**config.mk**
```make
export PLATFORM = sky130hd
export DESIGN_NAME = muldiv_unit_flat
export DESIGN_NICKNAME = d
export VERILOG_FILES = /design/src/rtl/muldiv_if.sv /design/src/rtl/muldiv_unit.sv /design/src/flat_wrapper.sv
export SDC_FILE = /design/constraint.sdc
export NUM_CORES = 1
export LEC_CHECK = 0
export BUFFER_PORTS_ARGS = -buffer_cell sky130_fd_sc_hd__buf_2
export CAP_MARGIN = 20
export CORE_MARGIN = 2
export CORE_UTILIZATION = 35
export CTS_CLUSTER_SIZE = 12
export DETAILED_ROUTE_END_ITERATION = 8
export GPL_ROUTABILITY_DRIVEN = 0
export PLACE_DENSITY = 0.58
export SLEW_MARGIN = 5
export SYNTH_ARGS = -nofsm -noshare
export SYNTH_HDL_FRONTEND = slang
export SYNTH_SLANG_ARGS = --single-unit
```
**constraint.sdc**
```tcl
create_clock -name clk -period 7.9 [get_ports clk]
set_input_delay 0 -clock clk [delete_from_list [all_inputs] [get_ports clk]]
set_output_delay 0 -clock clk [all_outputs]
set_load 0.01 [all_outputs]
```
**src/rtl/muldiv_if.sv**
```systemverilog
// Handshake and register-access bundle between the EX stage and the
// iterative multiply/divide unit.
interface muldiv_if #(
    parameter int WIDTH = 32
);
    logic             start;
    logic [1:0]       op;
    logic [WIDTH-1:0] a;
    logic [WIDTH-1:0] b;
    logic             hi_we;
    logic             lo_we;
    logic [WIDTH-1:0] wdata;
    logic             busy;
    logic             done;
    logic [WIDTH-1:0] hi;
    logic [WIDTH-1:0] lo;

    modport master (
        output start, op, a, b, hi_we, lo_we, wdata,
        input  busy, done, hi, lo
    );

    modport slave (
        input  start, op, a, b, hi_we, lo_we, wdata,
        output busy, done, hi, lo
    );
endinterface

```
**src/rtl/muldiv_unit.sv**
```systemverilog
// Iterative radix-2 MULT/MULTU/DIV/DIVU engine owning the HI/LO registers.
// Signed ops run on magnitudes; the sign is restored in the FINISH cycle.
module muldiv_unit #(
    parameter int WIDTH = 32
) (
    input logic     clk,
    input logic     rst_n,
    muldiv_if.slave io
);
    localparam int CNT_W = $clog2(WIDTH + 1);
    localparam int W2    = 2 * WIDTH;

    typedef enum logic [1:0] {IDLE, RUN, FINISH} state_e;

    state_e           state_q, state_d;
    logic [CNT_W-1:0] cnt_q, cnt_d;
    logic [W2-1:0]    acc_q, acc_d;
    logic [WIDTH-1:0] opnd_q, opnd_d;
    logic [WIDTH-1:0] orig_q, orig_d;
    logic [WIDTH-1:0] hi_q, hi_d;
    logic [WIDTH-1:0] lo_q, lo_d;
    logic             is_div_q, is_div_d;
    logic             neg_q, neg_d;
    logic             rneg_q, rneg_d;
    logic             dz_q, dz_d;
    logic             done_q, done_d;
    logic             busy;

    logic             sgn_a, sgn_b;
    logic [WIDTH-1:0] mag_a, mag_b;
    logic [WIDTH:0]   add_s, sub_t, sub_s;
    logic [W2-1:0]    mul_nxt, div_nxt, prod;
    logic [WIDTH-1:0] quo, rem;

    assign sgn_a = ~io.op[0] & io.a[WIDTH-1];
    assign sgn_b = ~io.op[0] & io.b[WIDTH-1];
    assign mag_a = sgn_a ? -io.a : io.a;
    assign mag_b = sgn_b ? -io.b : io.b;

    // Multiply: add multiplicand into the top half, shift right.
    assign add_s   = {1'b0, acc_q[W2-1:WIDTH]}
                   + (acc_q[0] ? {1'b0, opnd_q} : '0);
    assign mul_nxt = {add_s, acc_q[WIDTH-1:1]};

    // Divide: shift left, trial-subtract divisor, restore on borrow.
    assign sub_t   = {acc_q[W2-1:WIDTH], acc_q[WIDTH-1]};
    assign sub_s   = sub_t - {1'b0, opnd_q};
    assign div_nxt = (sub_t >= {1'b0, opnd_q})
                   ? {sub_s[WIDTH-1:0], acc_q[WIDTH-2:0], 1'b1}
                   : {sub_t[WIDTH-1:0], acc_q[WIDTH-2:0], 1'b0};

    assign prod = neg_q ? -acc_q : acc_q;
    assign quo  = neg_q ? -acc_q[WIDTH-1:0] : acc_q[WIDTH-1:0];
    assign rem  = rneg_q ? -acc_q[W2-1:WIDTH] : acc_q[W2-1:WIDTH];

    always_ff @(posedge clk or negedge rst_n) begin
        if (!rst_n) state_q <= IDLE;
        else        state_q <= state_d;
    end

    always_comb begin
        state_d = state_q;
        case (state_q)
            IDLE:    if (io.start) state_d = RUN;
            RUN:     if (cnt_q == CNT_W'(1)) state_d = FINISH;
            FINISH:  state_d = IDLE;
            default: state_d = IDLE;
        endcase
    end

    always_comb begin
        busy   = (state_q != IDLE);
        done_d = (state_q == FINISH);
    end

    always_comb begin
        cnt_d    = cnt_q;
        acc_d    = acc_q;
        opnd_d   = opnd_q;
        orig_d   = orig_q;
        hi_d     = hi_q;
        lo_d     = lo_q;
        is_div_d = is_div_q;
        neg_d    = neg_q;
        rneg_d   = rneg_q;
        dz_d     = dz_q;
        case (state_q)
            IDLE: begin
                if (io.start) begin
                    is_div_d = io.op[1];
                    neg_d    = sgn_a ^ sgn_b;
                    rneg_d   = sgn_a;
                    dz_d     = (io.b == '0);
                    orig_d   = io.a;
                    cnt_d    = CNT_W'(WIDTH);
                    acc_d    = {{WIDTH{1'b0}}, io.op[1] ? mag_a : mag_b};
                    opnd_d   = io.op[1] ? mag_b : mag_a;
                end else begin
                    if (io.hi_we) hi_d = io.wdata;
                    if (io.lo_we) lo_d = io.wdata;
                end
            end
            RUN: begin
                cnt_d = cnt_q - CNT_W'(1);
                acc_d = is_div_q ? div_nxt : mul_nxt;
            end
            FINISH: begin
                if (!is_div_q) begin
                    hi_d = prod[W2-1:WIDTH];
                    lo_d = prod[WIDTH-1:0];
                end else if (dz_q) begin
                    hi_d = orig_q;
                    lo_d = '1;
                end else begin
                    hi_d = rem;
                    lo_d = quo;
                end
            end
            default: ;
        endcase
    end

    always_ff @(posedge clk or negedge rst_n) begin
        if (!rst_n) begin
            cnt_q    <= '0;
            acc_q    <= '0;
            opnd_q   <= '0;
            orig_q   <= '0;
            hi_q     <= '0;
            lo_q     <= '0;
            is_div_q <= 1'b0;
            neg_q    <= 1'b0;
            rneg_q   <= 1'b0;
            dz_q     <= 1'b0;
            done_q   <= 1'b0;
        end else begin
            cnt_q    <= cnt_d;
            acc_q    <= acc_d;
            opnd_q   <= opnd_d;
            orig_q   <= orig_d;
            hi_q     <= hi_d;
            lo_q     <= lo_d;
            is_div_q <= is_div_d;
            neg_q    <= neg_d;
            rneg_q   <= rneg_d;
            dz_q     <= dz_d;
            done_q   <= done_d;
        end
    end

    assign io.busy = busy;
    assign io.done = done_q;
    assign io.hi   = hi_q;
    assign io.lo   = lo_q;
endmodule
```
**src/flat_wrapper.sv**
```systemverilog
// flat-port wrapper written by rule: the top's interface ports become plain ports
module muldiv_unit_flat 
#(
    parameter int WIDTH = 32
)
  (clk, rst_n, io_start, io_op, io_a, io_b, io_hi_we, io_lo_we, io_wdata, io_busy, io_done, io_hi, io_lo);
  muldiv_if #(.WIDTH(WIDTH)) io_i ();
  input logic clk;
  input logic rst_n;
  input wire logic [$bits(io_i.start)-1:0] io_start;
  input wire logic [$bits(io_i.op)-1:0] io_op;
  input wire logic [$bits(io_i.a)-1:0] io_a;
  input wire logic [$bits(io_i.b)-1:0] io_b;
  input wire logic [$bits(io_i.hi_we)-1:0] io_hi_we;
  input wire logic [$bits(io_i.lo_we)-1:0] io_lo_we;
  input wire logic [$bits(io_i.wdata)-1:0] io_wdata;
  output wire logic [$bits(io_i.busy)-1:0] io_busy;
  output wire logic [$bits(io_i.done)-1:0] io_done;
  output wire logic [$bits(io_i.hi)-1:0] io_hi;
  output wire logic [$bits(io_i.lo)-1:0] io_lo;
  assign io_i.start = io_start;
  assign io_i.op = io_op;
  assign io_i.a = io_a;
  assign io_i.b = io_b;
  assign io_i.hi_we = io_hi_we;
  assign io_i.lo_we = io_lo_we;
  assign io_i.wdata = io_wdata;
  assign io_busy = io_i.busy;
  assign io_done = io_i.done;
  assign io_hi = io_i.hi;
  assign io_lo = io_i.lo;
  muldiv_unit #(.WIDTH(WIDTH)) u_core (.clk(clk), .rst_n(rst_n), .io(io_i));
endmodule
```
Word-level counts from Yosys, hierarchy flattened. Cells that the tools add are included.

$add $sub $neg: 8. Magnitude comparators: 1. Equality and inequality tests: 8. Multiplexer cells: 27. Bitwise gates (word level): 4. Reduce and logical (&&, ||, !) cells: 10.

Operators by type and width (number): $mux W32 (15); $mux W64 (4); $neg A32 Y32 (4); $pmux W32 S2 (2); $pmux W64 S2 (1); $neg A64 Y64 (1); $add A32 B32 Y33 (1); $ge A33 B32 Y1 (1); $logic_not A32 Y1 (1); $sub A32 B32 Y32 (1); $pmux W6 S2 (1); $ne A2 B2 Y1 const B (4); $eq A6 B1 Y1 const B (1); $mux W6 (1); $reduce_and A2 Y1 (3); $reduce_and A3 Y1 (2); $reduce_bool A2 Y1 (3); $sub A6 B1 Y6 const B (1); $mux W2 (2); $pmux W2 S2 (1); $and A1 B1 Y1 (2); $eq A2 B1 Y1 const B (1); $eq A2 B2 Y1 const B (1); $logic_not A2 Y1 (1); other kinds (3) (3).

Flip-flop bits (word level): 205. Bits of input ports: 103. Output and inout port bits: 66. Word-level logic and storage cells: 70.

Logic depth before layout (Yosys ltp).
Depth after elaboration: 6. Depth in mapped cells: 14. Mapped depth without buffers: 13.

Worst setup path before layout. No wires, ideal clock.

Path type: reg2reg. Start point: register u_core.acc_q[0]. End point: register u_core.acc_q[62]. Library setup time: 0.138 ns. Data arrival time: 3.085 ns. Data required time: 7.762 ns. Setup slack: 4.678 ns. Cell stages (with the launch flop): 14. Buffers on the path: 1. Cells stage by stage: dfrtp_1 inv_1 clkbuf_1 nor2_1 ha_1 a21oi_1 inv_1 o41ai_1 o21ai_0 a31oi_1 o21ai_0 a311oi_1 xor2_1 o211ai_1.

Longest elaborated chain between the ends: 4.

RTL lines: start, declared (RTL line muldiv_unit.sv:17) `logic [W2-1:0] acc_q, acc_d;`; start signal, assigned (RTL line muldiv_unit.sv:126) `acc_q <= '0;`; start signal, assigned (RTL line muldiv_unit.sv:138) `acc_q <= acc_d;`; $mux W32 (RTL line muldiv_unit.sv:42) `+ (acc_q[0] ? {1'b0, opnd_q} : '0);`; $add A32 B32 Y33 (RTL line muldiv_unit.sv:42); $mux W64 (RTL line muldiv_unit.sv:105) `acc_d = is_div_q ? div_nxt : mul_nxt;`; $pmux W64 S2 (RTL line muldiv_unit.sv:87) `case (state_q)`.

No other way between the ends. A chain may end at the register's enable or synchronous reset.

Final worst setup path.
Start point: register u_core.acc_q[0]. End point: register u_core.acc_q[63].

The elaborated chain is that of the path after synthesis.

==> out/metrics.cfg <==
[status]
run_status = complete, no violations

[placement]
io_buffers = 168
place_hpwl_um = 53300
place_area_um2 = 18500

[detailed_routing]
wl_per_cell_um = 23.0
drt-total-wl_um = 70600
ant_nets = 0
first_pass_iters = 6
drt_iter0_drc = 2072
remaining_drc_errors = 0
num_vias = 18536
viasPerCell = 6.02

[cts]
clkLatencyLatePin_ns = 0.56
clockBufferDepth = 3
cts_hold_buf = 83
ctsResizeCount = 0
cts-root-buf = clkbuf_16
htreeDepth = 1
post_cts_buffers = 0
path_clk_slew_ns = 0.06
clock-sinks = 205
cts_tree = yes
numCtsBuffers = 26

[synthesis]
post-synth-top-count-cell = nand2_1
synthDistinctLibCells = 79
ys.warnings.count = 0
syn_area_um2 = 17200
yosys-top-cells-area = dfrtp_1 (30%), o21ai_0 (7.0%), nand2_1 (6.8%), a21oi_1 (5.8%), ha_1 (5.1%)
ys_seq_elements = 205
synth_nets = 2423
synth_edf_count = 0
synth.avg_cell_area_um2 = 7.66
synth_commonest_cells = nand2_1 (312), o21ai_0 (241), dfrtp_1 (205)
synth_area_leader_cell = dfrtp_1
ys_seq_area_share_pct = 29.8
synth_ff_type = dfrtp_1
synthArstFlopShare_pct = 100
synth_cells = 2248
synth_top_area_share_pct = 29.8

[die]
die_height_um = 226
core_region_area_um2 = 48700
die_area_um2 = 51000
fp-row-count = 81
die_w_um = 226
ios = 169
initial_core_util_pct = 35.3

[cells_and_area]
final.fill_count = 4974
post-route-cell-area_um2 = 20300
drive_above_1_share_pct = 11.8
final_nets = 2570
syn_to_final_growth_pct = 17.8

[worst_setup_path]
critPathCaptureType = register
worstPathRequired_ns = 8.36
start_kind = register
path_max_fanout = 32
crit_arrival_ns = 4.43
worstSetupPathType = reg2reg

[run]
maxCapViolations = 0

[global_route]
grt_antenna_before_repair = 0
grt-ovfl-total = 0
grt_pass1_wl_um = 105000
grt.total_usage_pct = 26.8
grt_max_degree = 109
first_global_vias = 17310

[sta]
fmax_mhz = 252
report.final.slew_viol_count = 0
setup_viol = 0
rsz0062_at_grt = no
period_share_pct = 50.2
skew_ns = 0.0145
min_period_ns = 3.97
slew_headroom_pct = 33.9
tns_ns = 0
hold_viol = 0
worst_pin_slew_ns = 0.992

[power_and_ir_drop]
p_leak_nw = 8.82
vdd_ir_drop_max_uv = 209
power.total_mw = 9.67
cellPowerDensity_nw_per_um2 = 477

[worst_hold_path]
worstHoldPathType = in2reg

==> cell usage in the layout, fill, tap and decap left out, types with 37 or more instances in the layout <==
master and instances:
a21oi_1 201, buf_2 167, dfrtp_1 204, dlygate4sd3_1 83, ha_1 70, inv_1 75, mux2i_1 70, nand2_1 311
nand3_1 37, nor2_1 190, nor3_1 43, o21ai_0 241, xnor2_1 89, xor2_1 75
==> layer usage <==
metal | GRT usage, % | wire length [µm] | vias up
met5 | 0 | 0 | -
met4 | 10.2 | 3080 | 0
met3 | 5.61 | 6850 | 194
met2 | 41.5 | 30700 | 993
met1 | 36.7 | 30000 | 8923
li1 | - | - | 8426
==> stage by stage <==
stage,util [%],std cells,setup slack [ns],hold slack (ns)
after global routing,41.6,3077,3.63,0.0674
final,41.6,3078,3.93,0.0393
after CTS,41.6,3077,4.03,0.0271
after floorplan,-,2248,4.68,-0.296
after global placement,38.0,2948,4.12,0.171
after detailed placement,38.0,2948,4.04,0.175
==> logic make-up (layout without fill, tap and decap cells) <==
logic type,count (synthesis),in the layout,synth area share [%]
xor+xnor,164,164,8.34
compound gates,752,752,26.9
flops,205,205,29.8
buf+inv,232,397,5.08
fa+ha+maj,72,72,5.32
mux,78,78,4.59
simple gates,745,745,20.0
other cells,0,1,0
==> state kept, by name (all words and copies together) (netlist names) <==
signal and cells:
u_core.rneg_q 1, u_core.orig_q 32, u_core.cnt_q 6, u_core.neg_q 1, u_core.io.lo 32, u_core.opnd_q 32
u_core.is_div_q 1, u_core.dz_q 1, u_core.io.done 1, u_core.io.hi 32, u_core.state_q 2, u_core.acc_q 64
==> final timing paths <==
check,from,endpoint,slack [ns],cells past startpoint
max,u_core.acc_q[0]$_DFFE_PN0P_,u_core.acc_q[63]$_DFFE_PN0P_,3.93,13
min,io_b[21],u_core.opnd_q[21]$_DFFE_PN0P_,0.04,4
max reg2reg,u_core.acc_q[0]$_DFFE_PN0P_,u_core.acc_q[63]$_DFFE_PN0P_,3.93,13
min reg2reg,u_core.io.lo[16]$_DFFE_PN0P_,u_core.io.lo[16]$_DFFE_PN0P_,0.48,2
max in group asynchronous,rst_n,u_core.acc_q[44]$_DFFE_PN0P_,6.43,3
min in group asynchronous,rst_n,u_core.io.lo[12]$_DFFE_PN0P_,0.09,2
==> critical path: stages (launching register included) <==
cell and delay (ns):
dfrtp_1 0.45, inv_1 0.08, buf_4 0.34, nor2_1 0.12, ha_1 0.39, and3_1 0.26
o211a_1 0.16, o21ai_0 0.13, a21oi_1 0.30, a31oi_1 0.23, o21ai_0 0.62, a211oi_1 0.24
o21a_1 0.24, o41ai_1 0.29
==> final cells by class <==
class	count	area [µm²]	share of cell area, %
Antenna cell	1	2.50	0.0123
Timing Repair Buffer	274	1850	9.13
Inverter	77	289	1.42
Clock buffer	33	727	3.58
Clock inverter	13	188	0.925
Multi-Input combinational cell	1811	11300	55.5
Tap cell	664	831	4.09
Sequential cell	205	5130	25.3
==> report_power, final <==
group	switching [mW]	internal, mW
registers	0.843	1.58
clock network	0.507	0.781
logic	3.65	2.31
total	5.00	4.67
Power figures use the tool's default switching activity.
